### config.mk
export PLATFORM = sky130hd
export DESIGN_NAME = sw_job_scheduler
export DESIGN_NICKNAME = d
export VERILOG_FILES = /design/src/rtl/sw_job_scheduler.sv
export SDC_FILE = /design/constraint.sdc
export NUM_CORES = 1
export LEC_CHECK = 0
export CORE_UTILIZATION = 30
export DETAILED_ROUTE_END_ITERATION = 6
export SETUP_SLACK_MARGIN = 0.05
export SLEW_MARGIN = 20
export SYNTH_ARGS = -nofsm -noshare
export SYNTH_HDL_FRONTEND = slang
export SYNTH_SLANG_ARGS = --single-unit
### constraint.sdc
create_clock -name clk -period 6.2 [get_ports clk]
set_input_delay 1.24 -clock clk [delete_from_list [all_inputs] [get_ports clk]]
set_output_delay 1.24 -clock clk [all_outputs]
set_load 0.05 [all_outputs]
### src/rtl/sw_job_scheduler.sv
// sw_job_scheduler
// Takes job descriptors from the host and runs them one at a time on a
// Smith-Waterman engine. For each job it drives the scoring parameters,
// pulses start and follows the engine's busy flag. It stores one result per
// finished query in a result FIFO, then adds an end-of-job marker entry.

module sw_job_scheduler #(
    parameter int MATCH_BIT     = 4,
    parameter int CALC_BIT      = 16,
    parameter int MAX_T_NUM_BIT = 10,
    parameter int TAG_BIT       = 4,
    parameter int JOB_DEPTH     = 2,
    parameter int RES_DEPTH     = 8,
    parameter int BUSY_TIMEOUT  = 4
) (
    input  logic                     clk,
    input  logic                     rst_n,
    input  logic                     job_valid_i,
    output logic                     job_ready_o,
    input  logic [MATCH_BIT-1:0]     job_match_i,
    input  logic [MATCH_BIT-1:0]     job_mismatch_i,
    input  logic [MATCH_BIT-1:0]     job_alpha_i,
    input  logic [MATCH_BIT-1:0]     job_beta_i,
    input  logic [TAG_BIT-1:0]       job_tag_i,
    output logic                     sw_start_o,
    output logic [MATCH_BIT-1:0]     sw_match_o,
    output logic [MATCH_BIT-1:0]     sw_mismatch_o,
    output logic [MATCH_BIT-1:0]     sw_alpha_o,
    output logic [MATCH_BIT-1:0]     sw_beta_o,
    input  logic                     sw_busy_i,
    input  logic                     sw_change_q_i,
    input  logic [CALC_BIT-1:0]      sw_max_result_i,
    input  logic [MAX_T_NUM_BIT-1:0] sw_match_idx_i,
    output logic                     res_valid_o,
    input  logic                     res_ready_i,
    output logic [TAG_BIT-1:0]       res_tag_o,
    output logic [CALC_BIT-1:0]      res_score_o,
    output logic [MAX_T_NUM_BIT-1:0] res_idx_o,
    output logic                     res_last_o,
    output logic                     idle_o,
    output logic                     err_overflow_o,
    output logic                     err_timeout_o,
    input  logic                     err_clr_i
);

    // Both depths must be powers of two and at least 2, so a pointer wraps
    // correctly just by overflowing its natural width.
    localparam int JOB_AW = $clog2(JOB_DEPTH);
    localparam int JOB_CW = JOB_AW + 1;
    localparam int RES_AW = $clog2(RES_DEPTH);
    localparam int RES_CW = RES_AW + 1;
    localparam int TMR_W  = $clog2(BUSY_TIMEOUT + 1);

    typedef struct packed {
        logic [TAG_BIT-1:0]   tag;
        logic [MATCH_BIT-1:0] beta;
        logic [MATCH_BIT-1:0] alpha;
        logic [MATCH_BIT-1:0] mismatch;
        logic [MATCH_BIT-1:0] match;
    } job_t;

    typedef struct packed {
        logic [TAG_BIT-1:0]       tag;
        logic [CALC_BIT-1:0]      score;
        logic [MAX_T_NUM_BIT-1:0] idx;
        logic                     last;
    } res_t;

    typedef enum logic [2:0] {
        S_IDLE,
        S_LOAD,
        S_START,
        S_WAIT_BUSY,
        S_RUN,
        S_END
    } state_t;

    state_t state;

    job_t              job_mem [JOB_DEPTH];
    logic [JOB_AW-1:0] job_wr_ptr;
    logic [JOB_AW-1:0] job_rd_ptr;
    logic [JOB_CW-1:0] job_count;
    logic              job_full;
    logic              job_push;
    logic              job_pop;
    job_t              job_din;
    job_t              job_head;

    res_t              res_mem [RES_DEPTH];
    logic [RES_AW-1:0] res_wr_ptr;
    logic [RES_AW-1:0] res_rd_ptr;
    logic [RES_CW-1:0] res_count;
    logic              res_full;
    logic              res_push;
    logic              res_pop;
    logic              res_space;
    res_t              res_din;
    res_t              res_head;

    logic              capture_req;
    logic              marker_req;
    logic              overflow_set;
    logic [TAG_BIT-1:0] cur_tag;
    logic [TMR_W-1:0]  busy_timer;

    // The job FIFO pops only in LOAD, and the FSM only enters LOAD when the
    // FIFO holds a job. A push is also accepted when the FIFO is full if a
    // pop happens in the same cycle.
    assign job_full    = (job_count == JOB_CW'(JOB_DEPTH));
    assign job_pop     = (state == S_LOAD);
    assign job_ready_o = !job_full || job_pop;
    assign job_push    = job_valid_i && job_ready_o;
    assign job_din     = '{tag: job_tag_i, beta: job_beta_i, alpha: job_alpha_i,
                           mismatch: job_mismatch_i, match: job_match_i};
    assign job_head    = job_mem[job_rd_ptr];

    // The result FIFO has room if it is not full, or if the consumer pops in
    // this same cycle. The engine is never stalled: a query result that
    // arrives with no room is dropped.
    assign res_full     = (res_count == RES_CW'(RES_DEPTH));
    assign res_valid_o  = (res_count != '0);
    assign res_pop      = res_valid_o && res_ready_i;
    assign res_space    = !res_full || res_pop;
    assign capture_req  = sw_change_q_i && ((state == S_WAIT_BUSY) || (state == S_RUN));
    assign marker_req   = (state == S_END) && res_space;
    assign overflow_set = capture_req && !res_space;
    assign res_push     = (capture_req && res_space) || marker_req;
    assign res_din      = marker_req ? '{tag: cur_tag, score: '0, idx: '0, last: 1'b1}
                                     : '{tag: cur_tag, score: sw_max_result_i,
                                         idx: sw_match_idx_i, last: 1'b0};
    assign res_head     = res_mem[res_rd_ptr];

    // The result outputs show the head entry. They read as zero while the
    // FIFO is empty, so reset and stale memory contents never reach them.
    assign res_tag_o   = res_valid_o ? res_head.tag   : '0;
    assign res_score_o = res_valid_o ? res_head.score : '0;
    assign res_idx_o   = res_valid_o ? res_head.idx   : '0;
    assign res_last_o  = res_valid_o ? res_head.last  : 1'b0;

    assign idle_o = (state == S_IDLE) && (job_count == '0);

    // Job descriptor storage (data path only, no reset needed)
    always_ff @(posedge clk) begin
        if (job_push) begin
            job_mem[job_wr_ptr] <= job_din;
        end
    end

    // Job FIFO pointers and occupancy
    always_ff @(posedge clk or negedge rst_n) begin
        if (!rst_n) begin
            job_wr_ptr <= '0;
            job_rd_ptr <= '0;
            job_count  <= '0;
        end else begin
            if (job_push) begin
                job_wr_ptr <= job_wr_ptr + 1'b1;
            end
            if (job_pop) begin
                job_rd_ptr <= job_rd_ptr + 1'b1;
            end
            if (job_push && !job_pop) begin
                job_count <= job_count + 1'b1;
            end else if (!job_push && job_pop) begin
                job_count <= job_count - 1'b1;
            end
        end
    end

    // Result entry storage (data path only, no reset needed)
    always_ff @(posedge clk) begin
        if (res_push) begin
            res_mem[res_wr_ptr] <= res_din;
        end
    end

    // Result FIFO pointers and occupancy
    always_ff @(posedge clk or negedge rst_n) begin
        if (!rst_n) begin
            res_wr_ptr <= '0;
            res_rd_ptr <= '0;
            res_count  <= '0;
        end else begin
            if (res_push) begin
                res_wr_ptr <= res_wr_ptr + 1'b1;
            end
            if (res_pop) begin
                res_rd_ptr <= res_rd_ptr + 1'b1;
            end
            if (res_push && !res_pop) begin
                res_count <= res_count + 1'b1;
            end else if (!res_push && res_pop) begin
                res_count <= res_count - 1'b1;
            end
        end
    end

    // Sticky overflow flag. A new drop wins over a clear in the same cycle.
    always_ff @(posedge clk or negedge rst_n) begin
        if (!rst_n) begin
            err_overflow_o <= 1'b0;
        end else if (overflow_set) begin
            err_overflow_o <= 1'b1;
        end else if (err_clr_i) begin
            err_overflow_o <= 1'b0;
        end
    end

    // Job sequencing FSM. It also registers the engine parameters, the start
    // pulse and the busy-timeout flag.
    always_ff @(posedge clk or negedge rst_n) begin
        if (!rst_n) begin
            state         <= S_IDLE;
            sw_start_o    <= 1'b0;
            sw_match_o    <= '0;
            sw_mismatch_o <= '0;
            sw_alpha_o    <= '0;
            sw_beta_o     <= '0;
            cur_tag       <= '0;
            busy_timer    <= '0;
            err_timeout_o <= 1'b0;
        end else begin
            if (err_clr_i) begin
                err_timeout_o <= 1'b0;
            end
            case (state)
                S_IDLE: begin
                    if (job_count != '0) begin
                        state <= S_LOAD;
                    end
                end
                S_LOAD: begin
                    sw_match_o    <= job_head.match;
                    sw_mismatch_o <= job_head.mismatch;
                    sw_alpha_o    <= job_head.alpha;
                    sw_beta_o     <= job_head.beta;
                    cur_tag       <= job_head.tag;
                    sw_start_o    <= 1'b1;
                    state         <= S_START;
                end
                S_START: begin
                    sw_start_o <= 1'b0;
                    busy_timer <= TMR_W'(BUSY_TIMEOUT);
                    state      <= S_WAIT_BUSY;
                end
                S_WAIT_BUSY: begin
                    if (sw_busy_i) begin
                        state <= S_RUN;
                    end else if (busy_timer == TMR_W'(1)) begin
                        err_timeout_o <= 1'b1;
                        state         <= S_END;
                    end else begin
                        busy_timer <= busy_timer - 1'b1;
                    end
                end
                S_RUN: begin
                    if (!sw_busy_i) begin
                        state <= S_END;
                    end
                end
                S_END: begin
                    if (marker_req) begin
                        state <= S_IDLE;
                    end
                end
                default: begin
                    state <= S_IDLE;
                end
            endcase
        end
    end

endmodule

==> results of run 1 <==
==> synth_stat cells, types with 3 or more instances <==
cell      instances  area (um2)
a21oi_1          24         120
a22o_1           31         272
and2_1           26         163
and3_1            3        18.8
buf_2            11        55.1
buf_6            14         158
clkbuf_1          7        26.3
dfrtp_1          43        1080
edfxtp_1        288        8650
ha_1              8         100
inv_1            11        41.3
mux2i_1          20         200
mux4_1           17         447
mux4_2           45        1010
nand2_1           6        22.5
nand2b_1          5        31.3
nand3_1           6        30.0
nor2_1           28         105
nor3_1            6        30.0
o21ai_0           5        25.0
xnor2_1           9        78.8
xor2_1            3        26.3
==> layout make-up <==
type                            count  area (um2)
Timing Repair Buffer              124        1190
Sequential cell                   331        9730
Fill cell                        3892       26500
Clock inverter                     14         111
Tap cell                          577         722
Inverter                           11        41.3
Clock buffer                       50         953
Multi-Input combinational cell    276        3060
==> logic make-up (layout without fill, tap and decap cells) <==
family	Yosys count	after routing	share of synthesized area (%)
xor+xnor	12	12	0.808
compound gates	73	73	4.03
fa+ha+maj	9	9	0.923
buf+inv	46	199	2.26
simple gates	97	97	4.20
flops	331	331	74.8
mux	85	85	13.0
==> flip-flops by register name (all words and copies together) (netlist names), 4 cells and up <==
register / flops
sw_alpha_o: 4
res_count: 4
sw_beta_o: 4
sw_match_o: 4
res_mem: 248
job_mem: 40
cur_tag: 4
sw_mismatch_o: 4
==> worst paths after layout <==
path                                     from         endpoint  depth (start not counted)
worst max-delay path            res_rd_ptr[0]  res_score_o[15]                          4
worst min-delay path             job_count[1]     job_count[1]                          1
worst max register to register       state[0]   res_mem[7][18]                          5
worst min register to register   job_count[1]     job_count[1]                          1
max in group asynchronous               rst_n    res_rd_ptr[0]                          2
min in group asynchronous               rst_n    sw_alpha_o[3]                          2
==> worst max-delay path, cell delays in order (launching register included) <==
cell	delay (ns)
dfrtp_4	0.94
buf_4	0.41
mux4_1	0.58
a22o_1	0.24
clkdlybuf4s50_1	0.70
==> per-layer routing <==
layer  part of all wire [%]  vias to the layer above
li1                       -                     2891
met1                     43                     3225
met2                     49                      140
met3                    5.0                       44
met4                    2.7                        0
met5                      0                        -
==> power by group <==
part           internal, uW  switching [uW]  total (uW)
clock                  1120             837        1960
combinational          1240            1840        3080
sequential             2880             349        3230
total                  5240            3030        8270
==> metrics by stage <==
stage	hold slack, ns	total power, uW	std cells	util, %	instance area (um2)
floorplan	0.455	5470	653	-	13000
global placement	0.485	6370	1319	34.8	14700
detailed placement	0.486	6410	1319	34.8	14700
CTS	0.503	8410	1383	37.3	15800
global route	0.512	8680	1383	37.4	15800
finish	0.497	8270	1383	37.4	15800
==> metrics.txt, run 1 <==
Iter 0 DRT Violations=258; gpl congestion=0.665; mapped cell area=13000 um2; clock-pin transition on the worst setup and hold timing paths=0.06 ns; clk sinks=331; R2R Setup Slk=3.20 ns; drc violations=0; startpoint types=flip-flop; mean post-synth cell area=19.9 um2; critical path class=reg2out; min-delay worst type=reg2reg; critical path arrival=3.42 ns; Seq/Total Area, Yosys=74.8%; diode count=0; Total GRT Usage=12.3%; Final TNS setup=0 ns; Pins Over Slew Limit=0; # resized after CTS=0; final setup fails=0; largest net degree at the start of global routing=44; fin nets=842; crit-path max FO=40; Die Height=210 um; later-pin clock latency in the skew report=0.53 ns; Cells after Synth=653; met2 GRT Util=20.3%; flops & latches, synth=331; post-layout minimum cycle time=4.66 ns; number of setup buffers added after CTS=0; first-pass GRT wire length=40400 um; Starting Density=30.7%; Syn Nets=715; CTS tree=built; port bufs=105; Core Region=42300 um2; root buffer cell=clkbuf_16; Clock Path Buffers=3; Core Rows=75; dpl ws=2.03 ns; grt met3 use=2.80%; DIE AREA=44200 um2; drt first pass iters=5; grt total ovfl=0; Worst slew margin=28.2%; Leak=0.00531 uW; met1 Track Usage GR=15.8%; most frequent cells in the layout=edfxtp_1 (288), clkdlybuf4s50_1 (104), mux4_2 (45), dfrtp_1 (41), clkbuf_16 (36); vias in the first global route=6606; VDD IR max=0.000286 V; Area Overhead vs Synth=21.5%; RSZ-0062 raised after global routing=no; ys async rst share=13.0%; post-DP HPWL=15100 um; status=complete, no violations; CTS buffer count=36; DR vias=6300; max_cap viols=0; Post-DRT Antenna Nets=0; hold-fix buffers at CTS=0; final hold viol count=0; final worst-path cycle share=75.2%; clk_skew=0.0189 ns; H-Tree Depth=2; final wirelength=26600 um; chip width=210 um; pwr/cell area=523 nW/um2; Fmax achieved=0.215 GHz; gr busiest metal=met2; WP data required=4.96 ns; Worst setup EP type=primary output; Distinct cells, synth=53; Post-synth EDFFs=288; final setup margin=1.54 ns; Top FF cell, synth=edfxtp_1; most common cell after layout, fill and taps aside=edfxtp_1; layout cells sized above 1=16.6%; antenna violations before repair=0; vias per inst=4.56; drt wl/cell=19.2 um; I/O Pins=106; worst slew pin tran=1.07 ns; yosys warns=0
Power figures use the tool's default switching activity.
==> run 2, diff against run 1 <==
clock period = 4.7 ns   (was 6.2 ns; I/O delays follow)
==> run 2 against run 1 <==
Die area did not move. Non-clock buffer count rose by 1. Sequential share of layout area fell by 0.69 points. Clock skew is 0.0024 ns higher. Core utilization rose by 0.43 points. Critical path type unchanged. Critical endpoint is now res_last_o. Largest power group unchanged.
==> metrics.txt, run 2 (synthesis gave the netlist of run 1 again) <==
critical path class=reg2out; VDD IR max=0.000441 V; R2R Setup Slk=1.97 ns; DR vias=6341; most common cell after layout, fill and taps aside=edfxtp_1; final hold viol count=0; Iter 0 DRT Violations=319; drc violations=0; chip width=210 um; most frequent cells in the layout=edfxtp_1 (288), clkdlybuf4s50_1 (104), mux4_2 (45), dfrtp_1 (41), clkbuf_16 (39); status=complete, no violations; WP data required=3.76 ns; critical path arrival=3.24 ns; clk_skew=0.0214 ns; Final TNS setup=0 ns; Worst setup EP type=primary output; max_cap viols=0; clock-pin transition on the worst setup and hold timing paths=0.06 ns; Fmax achieved=0.239 GHz; final wirelength=26200 um; Total GRT Usage=12.1%; WL met1=11500 um; Die Height=210 um; R2R cell count=11; grt total ovfl=0; met2 routed WL=12500 um; critical-path cell list=buf_12 -> mux4_1 -> a22o_1 -> clkdlybuf4s50_1; CTS tree=built; Stages on worst setup path=4; non-filler cells, final=1390; gpl congestion=0.681; number of setup buffers added after CTS=0; Area Overhead vs Synth=22.9%; largest net degree at the start of global routing=45; Core Region=42300 um2; clk sinks=331; antenna violations before repair=1; worst slew pin tran=1.05 ns; drt first pass iters=5; Worst setup startpoint=res_rd_ptr[0]; H-Tree Depth=2; worst path bufs/invs=2; top sig layer=met5; post-DP HPWL=15000 um; drt wl/cell=18.8 um; largest registers=res_mem (248), job_mem (40); Core Rows=75; post-layout minimum cycle time=4.18 ns; max FFs per register=248; Leak=0.00537 uW; Top delay family on crit path=buffers and inverters; root buffer cell=clkbuf_16; final worst-path cycle share=89.0%; later-pin clock latency in the skew report=0.54 ns; Setup crit end=res_last_o; # resized after CTS=0; Post-DRT Antenna Nets=0; RSZ-0062 raised after global routing=no; diode count=0; CTS buffer count=38; Routed met3 length=1600 um; CP max stage delay=0.82 ns; Clock Path Buffers=3; pwr/cell area=698 nW/um2; Top reg by flops=res_mem; FF-to-FF End=res_count[3]; # placed instances=1320; CP max stage cell=dfrtp_4; hold-fix buffers at CTS=0; final setup fails=0; first-pass GRT wire length=40000 um; vias in the first global route=6639; Worst slew margin=29.9%; startpoint types=flip-flop; I/O Pins=106; fin nets=845; crit-path max FO=30; R2R Path Start=state[0]; DIE AREA=44200 um2; Pins Over Slew Limit=0; Starting Density=30.7%; vias per inst=4.56; layout cells sized above 1=17.5%; min-delay worst type=in2async; port bufs=105
==> run 2: worst min path at each step <==
stage	slack [ns]	endpoint	depth (start not counted)
global placement	0.49	job_count[1]	1
floorplan	0.45	job_count[1]	1
CTS	0.44	sw_beta_o[3]	1
detailed placement	0.49	job_count[1]	1
global route	0.48	sw_beta_o[3]	1
finish	0.44	sw_beta_o[3]	1
==> run 2: power breakdown <==
part | switching, uW | internal (uW) | total, uW
Sequential | 404 | 3800 | 4200
Combinational | 2490 | 1670 | 4160
Clock | 1150 | 1650 | 2810
Total | 4050 | 7120 | 11200
==> run 2: stage by stage <==
step	utilization [%]	total power [uW]	instance area, um2	hold slack, ns	setup WS, ns
global route	37.8	11700	16000	0.479	0.364
detailed placement	35.0	8500	14800	0.488	1.03
global placement	35.0	8460	14800	0.490	1.03
floorplan	-	7210	13000	0.455	0.766
CTS	37.8	11400	16000	0.437	0.426
finish	37.8	11200	16000	0.440	0.516
==> run 2: final cells by class <==
class                   count  area, um2
repair buffers            125       1230
clock inverters            18        166
flip-flops and latches    331       9730
inverters                  11       41.3
clock buffers              52       1020
well taps                 577        722
fillers                  3868      26300
multi-input cells         276       3070
==> run 2: per-layer routing <==
layer  track usage [%]  vias to the layer above
li1                  -                     2895
met5                 0                        -
met1              15.9                     3237
met3              3.01                       41
met4              4.53                        2
met2              19.3                      166
==> run 3, diff against run 2 <==
ABC_AREA = 1   (was default)
==> run 3 against run 2 <==
Area after synthesis up 3.5%. Worst setup slack improved by 0.13 ns. Critical endpoint is now res_idx_o[6]. Power increased by 4.6%. First-iteration DRC count rose by 75%. Synthesized cell count is 79% higher. Sequential power shrank 4%. Final area increased by 1.8%. Fmax increased by 3.1%. Critical path depth grew 3. Core utilization is 0.95 points lower.
==> metrics.txt, run 3 <==
worst slew pin tran=0.960 ns; # fillers=4241; most frequent cells in the layout=edfxtp_1 (288), nor2_1 (266), nand2_1 (192), o21ai_0 (99), clkdlybuf4s50_1 (93); hold-fix buffers at CTS=0; drc violations=0; root buffer cell=clkbuf_16; Hold WS=0.488 ns; Pins Over Slew Limit=0; Post-DRT Antenna Nets=0; Top reg by flops=res_mem; layout cells sized above 1=7.83%; vias per inst=4.62; mapped cell area=13500 um2; worst path bufs/invs=3; Post-synth top cells=edfxtp_1 (288), nor2_1 (274), nand2_1 (193); post-placement cell area=15200 um2; R2R cell count=11; startpoint types=flip-flop; first-pass GRT wire length=48900 um; CP max stage cell=clkdlybuf4s50_1; final worst-path cycle share=86.3%; Hold Path Origin=sw_start_o; DIE AREA=45700 um2; RSZ-0062 raised after global routing=no; port bufs=105; final wirelength=31800 um; Worst slew margin=35.8%; later-pin clock latency in the skew report=0.54 ns; critical path arrival=3.12 ns; CP dominant cell by count=nor2_1; CTS tree=built; Syn Nets=1232; clk sinks=331; yosys warns=0; Distinct cells, synth=26; H-Tree Depth=2; Core Rows=77; largest net degree at the start of global routing=126; top post-synthesis cells by area=edfxtp_1 (64%), dfrtp_1 (8.0%), nor2_1 (7.6%); clk_skew=0.0134 ns; diode count=0; drt wl/cell=16.8 um; Total GRT Usage=14.1%; min-delay worst type=reg2reg; crit-path max FO=51; mean post-synth cell area=11.5 um2; WP data required=3.76 ns; vias in the first global route=8607; critical-path cell list=inv_4 -> buf_4 -> nor2_1 -> o21ai_1 -> a21oi_1 -> nor2_1 -> clkdlybuf4s50_1; Starting Density=30.4%; most common cell after layout, fill and taps aside=edfxtp_1; max FFs per register=248; # resized after CTS=0; pwr/cell area=717 nW/um2; largest registers=res_mem (248), job_mem (40); CP max stage delay=0.81 ns; flops & latches, synth=331; VDD IR max=0.000431 V; Worst setup EP type=primary output; critical path class=reg2out; Final TNS setup=0 ns; Cells on Worst Hold Path=2; Hold Path End=sw_start_o; Clock Path Buffers=3; status=complete, no violations; Final Core Density=36.8%; Cells after Synth=1170; Post-synth EDFFs=288; clock-pin transition on the worst setup and hold timing paths=0.06 ns; I/O Pins=106; number of setup buffers added after CTS=0; post-layout minimum cycle time=4.06 ns; Fmax achieved=0.247 GHz; chip width=214 um; R2R Path Start=res_count[1]; R2R Setup Slk=1.78 ns; final setup fails=0; grt total ovfl=0; CTS buffer count=36; Iter 0 DRT Violations=559; Die Height=214 um; Leak=0.00605 uW; final hold viol count=0; most frequent cell after synthesis=edfxtp_1; DR vias=8755; Sequential Area=9730 um2; area of the multi-input gates=3280 um2; antenna violations before repair=2; drt first pass iters=5; Top delay family on crit path=buffers and inverters; fin nets=1338; max_cap viols=0; Seq/Total Area, Yosys=72.2%; Area Overhead vs Synth=20.9%; ys async rst share=13.0%; Top FF cell, synth=edfxtp_1; Finished Cell Area=16300 um2; gpl congestion=0.702; FF-to-FF End=res_count[3]; Core Region=44200 um2; area share of the leading cell type in the synthesized netlist=64.2%; post-DP HPWL=17200 um; Yosys top cell by area=edfxtp_1
[run 3: changes by cell type in the layout (fill, tap and decap cells not counted), moves of 17 or more]
cell / delta
mux4_1: -17
mux4_2: -45
o31ai_1: +20
nand2_1: +186
mux2i_1: -20
a22o_1: -31
o21ai_1: +30
inv_1: +42
nand3_1: +39
o21ai_0: +94
and2_1: -26
nor2_1: +242
[run 3: through the flow]
step	setup WS (ns)	total power [uW]	std cells
floorplan	1.55	7470	1170
global placement	1.23	9040	1830
detailed placement	1.21	9100	1830
CTS	0.591	11800	1894
global route	0.451	12400	1894
finish	0.643	11700	1894
[run 3: kinds of logic after synthesis]
logic type	synth area share (%)
AO/OA/AOI/OAI	7.31
XOR/XNOR	0.651
adder cells (fa/ha/maj)	0.892
buffers and inverters	3.87
flip-flops	72.2
AND/OR/NAND/NOR	15.0
[run 3: final cells by class]
class	instances	share of cell area, %
Inverter	56	1.31
Tap cell	592	4.55
Multi-Input combinational cell	724	20.1
Sequential cell	331	59.8
Clock buffer	54	6.26
Timing Repair Buffer	127	7.42
Clock inverter	10	0.553
[run 3: layer usage]
layer  vias up  share of wire, %  track usage [%]
met3        54               6.3             3.43
met5         -             0.082                0
met4         4               2.1             4.53
met1      4253                43             17.8
li1       4220                 -                -
met2       224                48             23.7
[run 3: worst max path at each step]
stage / end / cells after the start / start
after floorplan: res_mem[0][0] / 6 / res_ready_i
after global placement: res_idx_o[6] / 7 / res_rd_ptr[0]
after detailed placement: res_idx_o[6] / 7 / res_rd_ptr[0]
after CTS: res_idx_o[6] / 7 / res_rd_ptr[0]
after global routing: res_idx_o[6] / 7 / res_rd_ptr[0]
final: res_idx_o[6] / 7 / res_rd_ptr[0]
[run 3: report_power, final]
| part | internal (uW) | total (uW) | switching [uW] |
|---|---|---|---|
| registers | 3760 | 4020 | 259 |
| logic | 1450 | 4970 | 3520 |
| clock network | 1560 | 2690 | 1130 |
| total | 6770 | 11700 | 4910 |
[run 3: worst register-to-register path, stage by stage (launching register included)]
cell	delay (ns)
dfrtp_1	0.44
nor2_1	0.25
nand2_2	0.60
nand2_1	0.39
ha_1	0.24
inv_1	0.09
ha_1	0.33
a21oi_1	0.15
nand2_1	0.07
xor2_1	0.14
nand2_1	0.07
nand2_1	0.05
